## src/rtl/lcd_sched_pkg.sv

```systemverilog
// Shared types and constants for the LCD page scheduler: FSM states, page
// indices and the 16-bit field formatter used when building pages.
package lcd_sched_pkg;

  typedef enum logic [1:0] {IDLE, CAPTURE, SEND, HOLD} state_t;

  localparam int unsigned PAGE_USER = 0;
  localparam int unsigned PAGE_DP   = 1;
  localparam int unsigned PAGE_MEM  = 2;
  localparam int unsigned PAGE_REG0 = 3;
  localparam int unsigned NBITS_LCD = 64;

  // Callers widen narrower signals with a 16'() size cast, which zero-extends.
  function automatic logic [15:0] f16(input logic [15:0] x);
    return x;
  endfunction

endpackage

```

## src/rtl/lcd_page_mux.sv

```systemverilog
// Pure combinational formatter: turns a page index into the two 64-bit LCD
// lines (user lines, datapath, memory, or eight registers per page).
module lcd_page_mux
  import lcd_sched_pkg::*;
#(
  parameter int unsigned NBITS_TOP   = 8,
  parameter int unsigned NINSTR_BITS = 32,
  parameter int unsigned NREGS_TOP   = 32,
  parameter int unsigned NPAGES      = 3 + (NREGS_TOP + 7) / 8,
  parameter int unsigned PAGE_W      = $clog2(NPAGES)
) (
  input  logic [PAGE_W-1:0]      page,
  input  logic [NBITS_LCD-1:0]   user_a,
  input  logic [NBITS_LCD-1:0]   user_b,
  input  logic [NBITS_TOP-1:0]   dbg_pc,
  input  logic [NINSTR_BITS-1:0] dbg_instruction,
  input  logic [NBITS_TOP-1:0]   dbg_SrcA,
  input  logic [NBITS_TOP-1:0]   dbg_SrcB,
  input  logic [NBITS_TOP-1:0]   dbg_ALUResult,
  input  logic [NBITS_TOP-1:0]   dbg_Result,
  input  logic [NBITS_TOP-1:0]   dbg_WriteData,
  input  logic [NBITS_TOP-1:0]   dbg_ReadData,
  input  logic [NBITS_TOP-1:0]   dbg_regs [NREGS_TOP],
  input  logic                   dbg_MemWrite,
  input  logic                   dbg_Branch,
  input  logic                   dbg_MemtoReg,
  input  logic                   dbg_RegWrite,
  output logic [NBITS_LCD-1:0]   a,
  output logic [NBITS_LCD-1:0]   b
);

  localparam int unsigned NREG_PAD = 8 * (NPAGES - PAGE_REG0);
  localparam int unsigned IW       = $clog2(NREG_PAD);

  logic [15:0]   regs16 [NREG_PAD];
  logic [3:0]    flags;
  logic [IW-1:0] idx_a;
  logic [IW-1:0] idx_b;

  assign flags = {dbg_MemWrite, dbg_Branch, dbg_MemtoReg, dbg_RegWrite};

  // Register file padded to a whole number of pages; the tail reads as zero.
  always_comb begin
    regs16 = '{default: '0};
    for (int unsigned i = 0; i < NREGS_TOP; i++) begin
      regs16[i] = f16(16'(dbg_regs[i]));
    end
  end

  always_comb begin
    a     = '0;
    b     = '0;
    idx_a = '0;
    idx_b = '0;
    if (page == PAGE_W'(PAGE_USER)) begin
      a = user_a;
      b = user_b;
    end else if (page == PAGE_W'(PAGE_DP)) begin
      a = {32'(dbg_instruction), f16(16'(dbg_pc)), 12'h000, flags};
      b = {f16(16'(dbg_SrcA)), f16(16'(dbg_SrcB)),
           f16(16'(dbg_ALUResult)), f16(16'(dbg_Result))};
    end else if (page == PAGE_W'(PAGE_MEM)) begin
      a = {f16(16'(dbg_WriteData)), f16(16'(dbg_ReadData)), 32'h0000_0000};
    end else if (32'(page) < NPAGES) begin
      for (int unsigned j = 0; j < 4; j++) begin
        idx_a = IW'((32'(page) - PAGE_REG0) * 8 + j);
        idx_b = IW'((32'(page) - PAGE_REG0) * 8 + 4 + j);
        a[NBITS_LCD - 1 - 16 * j -: 16] = regs16[idx_a];
        b[NBITS_LCD - 1 - 16 * j -: 16] = regs16[idx_b];
      end
    end
  end

endmodule

```

## src/rtl/lcd_page_scheduler.sv

```systemverilog
// Time-shares the 64-bit LCD driver between the user's lines and processor
// debug pages: capture one page per frame, hand it off via valid/ready, hold.
module lcd_page_scheduler
  import lcd_sched_pkg::*;
#(
  parameter int unsigned NBITS_TOP      = 8,
  parameter int unsigned NINSTR_BITS    = 32,
  parameter int unsigned NREGS_TOP      = 32,
  parameter int unsigned REFRESH_CYCLES = 5000000,
  parameter int unsigned AUTO_FRAMES    = 20
) (
  input  logic                   clk,
  input  logic                   reset_n,
  input  logic                   next_key,
  input  logic                   prev_key,
  input  logic                   auto_en,
  input  logic                   freeze,
  input  logic [63:0]            user_a,
  input  logic [63:0]            user_b,
  input  logic [NBITS_TOP-1:0]   dbg_pc,
  input  logic [NBITS_TOP-1:0]   dbg_SrcA,
  input  logic [NBITS_TOP-1:0]   dbg_SrcB,
  input  logic [NBITS_TOP-1:0]   dbg_ALUResult,
  input  logic [NBITS_TOP-1:0]   dbg_Result,
  input  logic [NBITS_TOP-1:0]   dbg_WriteData,
  input  logic [NBITS_TOP-1:0]   dbg_ReadData,
  input  logic [NINSTR_BITS-1:0] dbg_instruction,
  input  logic [NBITS_TOP-1:0]   dbg_regs [NREGS_TOP],
  input  logic                   dbg_MemWrite,
  input  logic                   dbg_Branch,
  input  logic                   dbg_MemtoReg,
  input  logic                   dbg_RegWrite,
  output logic [63:0]            lcd_a,
  output logic [63:0]            lcd_b,
  output logic                   out_valid,
  input  logic                   out_ready,
  output logic [$clog2(3 + (NREGS_TOP + 7) / 8)-1:0] cur_page
);

  localparam int unsigned NPAGES = 3 + (NREGS_TOP + 7) / 8;
  localparam int unsigned PAGE_W = $clog2(NPAGES);
  localparam int unsigned HCW    = $clog2(REFRESH_CYCLES);
  localparam int unsigned FCW    = $clog2(AUTO_FRAMES + 1);

  state_t             state;
  state_t             state_next;
  logic               next_q;
  logic               prev_q;
  logic               next_edge;
  logic               prev_edge;
  logic               key_step;
  logic               capture;
  logic               handshake;
  logic               hold_term;
  logic [HCW-1:0]     hold_cnt;
  logic [FCW-1:0]     frame_cnt;
  logic [FCW-1:0]     frame_next;
  int unsigned        frames_done;
  logic [PAGE_W-1:0]  page_next;
  logic [PAGE_W-1:0]  page_inc;
  logic [PAGE_W-1:0]  page_dec;
  logic [63:0]        frame_a;
  logic [63:0]        frame_b;

  lcd_page_mux #(
    .NBITS_TOP   (NBITS_TOP),
    .NINSTR_BITS (NINSTR_BITS),
    .NREGS_TOP   (NREGS_TOP),
    .NPAGES      (NPAGES),
    .PAGE_W      (PAGE_W)
  ) u_mux (
    .page            (cur_page),
    .user_a          (user_a),
    .user_b          (user_b),
    .dbg_pc          (dbg_pc),
    .dbg_instruction (dbg_instruction),
    .dbg_SrcA        (dbg_SrcA),
    .dbg_SrcB        (dbg_SrcB),
    .dbg_ALUResult   (dbg_ALUResult),
    .dbg_Result      (dbg_Result),
    .dbg_WriteData   (dbg_WriteData),
    .dbg_ReadData    (dbg_ReadData),
    .dbg_regs        (dbg_regs),
    .dbg_MemWrite    (dbg_MemWrite),
    .dbg_Branch      (dbg_Branch),
    .dbg_MemtoReg    (dbg_MemtoReg),
    .dbg_RegWrite    (dbg_RegWrite),
    .a               (frame_a),
    .b               (frame_b)
  );

  // Simultaneous next/prev edges cancel and count as no page change.
  assign next_edge = next_key & ~next_q;
  assign prev_edge = prev_key & ~prev_q;
  assign key_step  = next_edge ^ prev_edge;
  assign hold_term = (hold_cnt == HCW'(REFRESH_CYCLES - 1));
  assign page_inc  = (cur_page == PAGE_W'(NPAGES - 1)) ? '0 : cur_page + PAGE_W'(1);
  assign page_dec  = (cur_page == '0) ? PAGE_W'(NPAGES - 1) : cur_page - PAGE_W'(1);

  always_ff @(posedge clk) begin
    if (!reset_n) state <= IDLE;
    else          state <= state_next;
  end

  always_comb begin
    state_next = state;
    case (state)
      IDLE:    state_next = CAPTURE;
      CAPTURE: state_next = SEND;
      SEND:    if (out_ready) state_next = HOLD;
      HOLD:    if (key_step || (hold_term && !freeze)) state_next = CAPTURE;
      default: state_next = IDLE;
    endcase
  end

  always_comb begin
    out_valid = (state == SEND);
    capture   = (state == CAPTURE);
    handshake = (state == SEND) && out_ready;
  end

  // Frame count saturates at AUTO_FRAMES while auto-scroll is off; a key step overrides auto.
  always_comb begin
    page_next   = cur_page;
    frame_next  = frame_cnt;
    frames_done = 32'(frame_cnt) + 1;
    if (handshake) begin
      if (auto_en && frames_done >= AUTO_FRAMES) begin
        page_next  = page_inc;
        frame_next = '0;
      end else begin
        frame_next = (frames_done > AUTO_FRAMES) ? FCW'(AUTO_FRAMES) : FCW'(frames_done);
      end
    end
    if (key_step) begin
      page_next  = next_edge ? page_inc : page_dec;
      frame_next = '0;
    end
  end

  always_ff @(posedge clk) begin
    if (!reset_n) begin
      next_q    <= 1'b0;
      prev_q    <= 1'b0;
      cur_page  <= '0;
      frame_cnt <= '0;
      hold_cnt  <= '0;
      lcd_a     <= '0;
      lcd_b     <= '0;
    end else begin
      next_q    <= next_key;
      prev_q    <= prev_key;
      cur_page  <= page_next;
      frame_cnt <= frame_next;
      if (capture) begin
        lcd_a <= frame_a;
        lcd_b <= frame_b;
      end
      if (state != HOLD)   hold_cnt <= '0;
      else if (!hold_term) hold_cnt <= hold_cnt + HCW'(1);
    end
  end

endmodule

```

## config.mk

```make
export PLATFORM = sky130hd
export DESIGN_NAME = lcd_page_scheduler
export DESIGN_NICKNAME = d
export VERILOG_FILES = /design/src/rtl/lcd_sched_pkg.sv /design/src/rtl/lcd_page_mux.sv /design/src/rtl/lcd_page_scheduler.sv
export SDC_FILE = /design/constraint.sdc
export NUM_CORES = 1
export LEC_CHECK = 0
export CELL_PAD_IN_SITES_DETAIL_PLACEMENT = 0
export CELL_PAD_IN_SITES_GLOBAL_PLACEMENT = 1
export CORE_AREA = 2 2 242 244
export CTS_CLUSTER_SIZE = 30
export DETAILED_ROUTE_END_ITERATION = 16
export DIE_AREA = 0 0 244 246
export HOLD_SLACK_MARGIN = 0.15
export PLACE_DENSITY = 0.69
export SYNTH_ARGS = -nofsm -noshare
export SYNTH_HDL_FRONTEND = slang
export SYNTH_SLANG_ARGS = --single-unit
```

## constraint.sdc

```tcl
create_clock -name clk -period 3.12 [get_ports clk]
set_input_delay 0.312 -clock clk [delete_from_list [all_inputs] [get_ports clk]]
set_output_delay 0.312 -clock clk [all_outputs]
set_load 0.02 [all_outputs]
```

==> out/results.tsv, run 1 <==
stage	metric	value	unit
run	maxCapViolCount	0	
synthesis	synth_flop_cell	dfxtp_1	
place	place.gp.congestion	0.879	
sta	slew_viol_final	0	
cts	clk_pin_slew	0.07	ns
sta	hold_viol_final	0	
synthesis	synthTopCellsByArea	dfxtp_1 33%, mux4_2 15%, a221oi_1 4.0%	
finish	finalNonFillerCells	2415	
finish	area_growth	77.2	%
synthesis	synthArstFlopShare	0	
cts	postCtsSetupRepairBufs	0	
place	dp.cells	2367	
synthesis	synth-seq-cells	163	
synthesis	synth.avg_cell_area	9.05	um^2
sta	period_share	0.797	
setup_path	cp.required	2.81	ns
grt	grt_pass1_wl	77.2	mm
floorplan	num_rows	88	
synthesis	ys_seq_area_frac	0.335	
grt	grt_use_total	0.180	
setup_path	worst_ep_arrival_time	2.17	ns
cts	htree_levels	4	
cts	cts-buffers-inserted	17	
synthesis	synth_edf_count	0	
drt	dr.pass1.iters	5	
power_and_ir_drop	pwr_density_cell	596	mW/mm^2
drt	drtAntennaViolNets	0	
setup_path	critPathMaxFanout	21	
synthesis	synthCells	1077	
floorplan	start_util	0.170	
floorplan	die_y	246	um
synthesis	yosysTopAreaCell	dfxtp_1	
sta	finalSetupViolCount	0	
synthesis	synth_top_area_frac	0.335	
sta	fin_setup_tns	0	ns
setup_path	critPathLaunchType	flop	
sta	grt_setup_unrepaired	no	
synthesis	yosys_warnings	0	
power_and_ir_drop	leakagePower	0.00584	uW
cts	cts_root_buffer	clkbuf_16	
sta	min_period	2.49	ns
synthesis	yosys.cell_types.count	61	
finish	nFillCells	6027	
drt	avgViaCountPerCell	4.53	
floorplan	die_x	244	um
setup_path	cp-end-kind	output port	
place	place_hpwl	43.5	mm
floorplan	core_area	0.0574	mm^2
floorplan	io_pins	615	
grt	grt_overflow	0	
cts	clkLatencyLatePin	0.49	ns
finish	drive_gt1_frac	0.0833	
cts	cts_tree	done	
drt	drtIter0Drc	735	
hold_path	hold_path.class	primary input to flop	
cts	cts_sinks	163	
drt	wire_per_inst	23.1	um
drt	totalWireLength	55.7	mm
sta	fmax	402	MHz
power_and_ir_drop	vdd_drop_max	0.418	mV
synthesis	synth_fp_nets	1571	
drt	post-route-drc-count	0	
grt	grt_antenna_before_repair	24	
sta	clock_skew	0.0187	ns
sta	worst_pin_slew	0.786	ns
run_status	status	finished, final reports clean	
floorplan	dieArea	0.0600	mm^2
finish	fin_nets	2115	
cts	clockBufferDepth	2	
grt	grt_pass1_vias	11000	
sta	relSlewSlack	0.475	
setup_path	path_class	flop to output port	
synthesis	syn_area	0.00974	mm^2
grt	grt_max_degree	96	
place	io_buffers	614	
drt	vias	10900	
cts	cts_resized	0	
cts	cts_hold_buf	0	
==> sequential cells by signal (all words and copies together) (netlist names) <==
register	count
lcd_b	64
next_q	1
frame_cnt	5
cur_page	3
prev_q	1
hold_cnt	23
state	2
lcd_a	64
==> report_power, final <==
part	total [uW]	internal [uW]	switching [uW]
combinational	5170	2400	2770
clock	2250	1170	1080
sequential	2860	2570	292
==> routing by layer <==
metal / vias to the layer above / GRT usage / wire (um)
li1: 5128 / - / -
met1: 5249 / 0.209 / 22400
met2: 487 / 0.296 / 27300
met3: 76 / 0.0528 / 3810
met4: 4 / 0.0974 / 2110
met5: - / 0 / 24
==> worst max-delay path, stage by stage (launching register included) <==
cell and delay, ns:
dfxtp_1 0.60, buf_4 0.39, clkdlybuf4s50_1 0.68
==> cell type report <==
cell class | instances | area (um^2) | area share
Tap cell | 765 | 957 | 0.0554
Multi-Input combinational cell | 790 | 5980 | 0.346
Antenna cell | 17 | 42.5 | 0.00246
Clock buffer | 18 | 450 | 0.0261
Sequential cell | 163 | 3270 | 0.189
Clock inverter | 13 | 143 | 0.00826
Timing Repair Buffer | 635 | 6380 | 0.369
Inverter | 14 | 52.6 | 0.00304
==> cells in the final DEF (no fill, tap or decap), types with 7 or more instances in the layout <==
cell type        synthesis  routed
and2_1                   9       9
a22oi_1                 20      20
nor2_1                  87      87
a21oi_1                 69      69
or3_1                    7       7
nand3b_1                31      31
a211oi_1                28      28
nand3_1                 57      57
dfxtp_1                163     162
ha_1                    11       9
mux4_2                  63      63
o21ai_0                 66      66
o211a_1                 16      16
nand2b_1                57      56
o31ai_1                 16      16
buf_4                    5      16
xnor2_1                 11      11
a221oi_1                44      44
inv_1                   14      14
nand2_1                 77      77
diode_2                  0      17
clkbuf_16                0      18
clkdlybuf4s50_1          0     613
a21boi_0                48      48
==> cell usage after synthesis, drive strengths merged, types with 6 or more instances <==
| cell | n |
|---|---|
| o21ai | 67 |
| clkbuf | 62 |
| nand4 | 7 |
| a21oi | 69 |
| o31ai | 16 |
| and2 | 9 |
| a22oi | 20 |
| nor3 | 11 |
| dfxtp | 163 |
| mux4 | 63 |
| nand2 | 78 |
| nand3b | 31 |
| a221oi | 45 |
| inv | 14 |
| o211a | 16 |
| nand2b | 57 |
| xnor2 | 11 |
| a21boi | 51 |
| nand3 | 57 |
| nor2 | 87 |
| or3 | 7 |
| buf | 48 |
| nor2b | 6 |
| a211oi | 28 |
| ha | 11 |
==> cell families (layout without fill, tap and decap cells) <==
| group | Yosys count | count (layout) | synth area share |
|---|---|---|---|
| buffers and inverters | 124 | 680 | 0.0559 |
| AND/OR/NAND/NOR | 367 | 367 | 0.200 |
| multiplexers | 67 | 67 | 0.150 |
| XOR/XNOR | 16 | 16 | 0.0144 |
| other | 0 | 17 | 0 |
| adder cells (fa/ha/maj) | 11 | 11 | 0.0141 |
| AO/OA/AOI/OAI | 329 | 329 | 0.231 |
| flip-flops | 163 | 163 | 0.335 |
==> worst paths after layout <==
| kind | from | end | slack [ns] | depth (start not counted) |
|---|---|---|---|---|
| setup / recovery | cur_page[2]$_SDFFE_PN0P_ | cur_page[2] | 0.63 | 2 |
| hold reg to reg | lcd_b[56]$_SDFFE_PN0N_ | lcd_b[56]$_SDFFE_PN0N_ | 0.47 | 2 |
| hold / removal | reset_n | state[1]$_SDFFE_PN0P_ | 0.25 | 3 |
| setup reg to reg | cur_page[1]$_SDFFE_PN0P_ | lcd_a[62]$_SDFFE_PN0N_ | 0.79 | 9 |
==> per-stage QoR <==
step	total power, uW	hold slack (ns)	utilization	worst slack, ns	area (um^2)
after floorplan	5510	0.434	-	0.541	9740
after global placement	8110	0.458	0.290	0.818	16600
after detailed placement	8130	0.467	0.290	0.847	16600
after CTS	10500	0.202	0.300	0.588	17200
after global routing	10900	0.227	0.301	0.555	17300
final	10300	0.252	0.301	0.634	17300
Power figures use the tool's default switching activity.
==> inputs of run 2 (changes only) <==
==> constraint.sdc (replaced) <==
create_clock -name clk -period 2.45 [get_ports clk]
set_input_delay 0.245 -clock clk [delete_from_list [all_inputs] [get_ports clk]]
set_output_delay 0.245 -clock clk [all_outputs]
set_load 0.02 [all_outputs]
==> run 2 against run 1 <==
  * Critical path depth did not move
  * Largest power group unchanged
  * Clock-buffer cell count is 1 higher
  * Flip-flop and latch count unchanged
  * Worst hold slack got worse by 0.020 ns
  * Non-clock buffer count is 18 higher
==> out/results.tsv, run 2 (synthesis results as in run 1) <==
stage	metric	value	unit	change
drt	post-route-drc-count	0		unchanged
sta	clock_skew	0.0164	ns	was 0.0187 ns
cts	postCtsSetupRepairBufs	0		unchanged
power_and_ir_drop	vdd_drop_max	0.643	mV	was 0.418 mV
power_and_ir_drop	combPwrFrac	0.502		was 0.503
setup_path	worstRegToRegCells	6		was 9
cts	clkLatencyLatePin	0.48	ns	was 0.49 ns
floorplan	num_rows	88		unchanged
finish	drive_gt1_frac	0.0932		was 0.0833
grt	grt_max_degree	83		was 96
floorplan	dieArea	0.0600	mm^2	unchanged
floorplan	start_util	0.170		unchanged
setup_path	cp-end-kind	output port		unchanged
setup_path	path_buf_inv	2		unchanged
finish	finish.utilization	0.304		was 0.301
sta	min_period	2.32	ns	
finish	fin_nets	2133		was 2,115
grt	grt_antenna_before_repair	27		was 24
power_and_ir_drop	leakagePower	0.00595	uW	was 0.00584 uW
grt	grt_pass1_wl	76.8	mm	was 77.2 mm
setup_path	startpoint	cur_page[2]$_SDFFE_PN0P_		unchanged
setup_path	slowest_stage	clkdlybuf4s50_1		unchanged
place	place_hpwl	44.4	mm	was 43.5 mm
hold_path	hold_path.class	primary input to flop		unchanged
finish	reg.largest.list	lcd_a (64), lcd_b (64), hold_cnt (23)		unchanged
floorplan	core_area	0.0574	mm^2	unchanged
power_and_ir_drop	pwr_density_cell	756	mW/mm^2	was 596 mW/mm^2
cts	clockBufferDepth	2		unchanged
cts	htree_levels	4		unchanged
cts	cts-buffers-inserted	17		unchanged
drt	totalWireLength	54.9	mm	was 55.7 mm
setup_path	cp.required	2.20	ns	was 2.81 ns
sta	slew_viol_final	0		unchanged
sta	relSlewSlack	0.523		was 0.475
finish	final_common_cell	clkdlybuf4s50_1		unchanged
grt	grt_pass1_vias	11300		was 11,000
setup_path	path_class	flop to output port		unchanged
floorplan	die_y	246	um	unchanged
run	maxCapViolCount	0		unchanged
setup_path	r2r-end	lcd_b[2]$_SDFFE_PN0N_		was lcd_a[62]$_SDFFE_PN0N_
setup_path	reg2reg_from	cur_page[0]$_SDFFE_PN0P_		was cur_page[1]$_SDFFE_PN0P_
drt	vias	11000		was 10,900
grt	grt_use_total	0.178		was 0.180
power_and_ir_drop	intPower	7980	uW	was 6140 uW
floorplan	die_x	244	um	unchanged
setup_path	crit_cells	2		unchanged
drt	drtAntennaViolNets	0		unchanged
cts	cts_sinks	163		unchanged
setup_path	cpLargestDelayFamily	buffers and inverters		unchanged
drt	avgViaCountPerCell	4.54		was 4.53
sta	worst_pin_slew	0.716	ns	was 0.786 ns
sta	hold_viol_final	0		unchanged
power_and_ir_drop	switchingPower	5190	uW	was 4140 uW
finish	final_cell_mix	613 x clkdlybuf4s50_1, 162 x dfxtp_1, 87 x nor2_1		unchanged
cts	clk_pin_slew	0.08	ns	was 0.07 ns
sta	grt_setup_unrepaired	no		unchanged
floorplan	io_pins	615		unchanged
setup_path	cp_slowest_stage_delay	0.66	ns	was 0.68 ns
sta	fmax	432	MHz	
drt	wire_per_inst	22.6	um	was 23.1 um
cts	cts_hold_buf	0		unchanged
run_status	status	finished, final reports clean		unchanged
sta	holdWs	0.232	ns	was 0.252 ns
setup_path	ff2ff_setup_slack	0.19	ns	was 0.79 ns
setup_path	endpoint	cur_page[2]		unchanged
setup_path	worst_ep_arrival_time	2.07	ns	was 2.17 ns
cts	cts_resized	0		unchanged
setup_path	critPathMaxFanout	19		was 21
place	place.gp.congestion	0.885		was 0.879
drt	drtIter0Drc	628		was 735
setup_path	crit_chain	buf_4 -> clkdlybuf4s50_1		unchanged
power_and_ir_drop	p_seq_frac	0.276		was 0.278
power_and_ir_drop	switching_share	0.394		was 0.403
drt	dr.pass1.iters	5		unchanged
power_and_ir_drop	p_clk_frac	0.222		was 0.219
setup_path	critPathLaunchType	flop		unchanged
finish	area_growth	78.9	%	was 77.2%
cts	cts_tree	done		unchanged
grt	grt_overflow	0		unchanged
cts	cts_root_buffer	clkbuf_16		unchanged
sta	period_share	0.945		
place	io_buffers	614		unchanged
sta	finalSetupViolCount	0		unchanged
-- run 2: changes by cell type in the layout (fill, tap and decap cells not counted), moves of 2 or more --
cell      change
inv_6         +2
buf_4        +16
buf_12        +2
clkinv_4      -2
diode_2       -3
-- run 2: worst min path at each step --
stage / from / to / slack, ns / depth (start not counted)
3_5_place_dp: hold_cnt[1]$_SDFFE_PP0P_ / hold_cnt[1]$_SDFFE_PP0P_ / 0.47 / 2
2_1_floorplan: next_key / next_q$_SDFF_PN0_ / 0.37 / 1
4_1_cts: reset_n / lcd_b[39]$_SDFFE_PN0N_ / 0.20 / 3
6_report: reset_n / lcd_a[6]$_SDFFE_PN0N_ / 0.23 / 3
3_3_place_gp: hold_cnt[1]$_SDFFE_PP0P_ / hold_cnt[1]$_SDFFE_PP0P_ / 0.46 / 2
5_1_grt: reset_n / lcd_b[14]$_SDFFE_PN0N_ / 0.23 / 2
-- run 2: metrics by stage --
step	power (uW)	area (um^2)	TNS [ns]	setup WS (ns)	std cells
after floorplan	7010	9750	-0.413	-0.0286	1077
after global placement	10400	16800	0	0.286	2385
after detailed placement	10400	16800	0	0.178	2385
after CTS	13500	17400	0	0.0784	2417
after global routing	14000	17400	0	0.0554	2429
final	13200	17400	0	0.135	2431
-- run 2: area by class of cell --
class                   count  area, um^2
flip-flops and latches    163        3270
repair buffers            653        6540
fillers                  6046       39900
clock inverters            13         161
inverters                  14        52.6
clock buffers              19         443
well taps                 765         957
multi-input cells         790        5980
diodes                     14        35.0
-- run 2: power by group through the flow --
stage                     sequential [uW]  combinational, uW  clock (uW)
after floorplan                      4340               2670           0
after global placement               3690               6690           0
after detailed placement             3690               6710           0
after CTS                            3640               6740        3090
after global routing                 3710               7100        3150
final                                3640               6620        2920
-- run 2: metal layers --
layer | vias up | global-route usage | wire (um)
met1 | 5295 | 0.197 | 21400
met4 | 14 | 0.0845 | 1660
li1 | 5163 | - | -
met5 | - | 0 | 78
met2 | 493 | 0.303 | 27300
met3 | 74 | 0.0660 | 4380
-- run 2: worst reg2reg max path: stages (launching register included) --
cell	delay, ns
dfxtp_4	0.40
inv_1	0.12
ha_4	0.31
buf_12	0.21
mux4_2	0.40
a221oi_1	0.59
a211oi_1	0.08
==> inputs of run 3 (changes only) <==
--- a/config.mk
+++ b/config.mk
@@ -5,6 +5,7 @@
 export SDC_FILE = /design/constraint.sdc
 export NUM_CORES = 1
 export LEC_CHECK = 0
+export CAP_MARGIN = 20
 export CELL_PAD_IN_SITES_DETAIL_PLACEMENT = 0
 export CELL_PAD_IN_SITES_GLOBAL_PLACEMENT = 1
 export CORE_AREA = 2 2 242 244
==> results of run 3 <==
No change in the layout: final DEF, timing and power equal those of run 2.
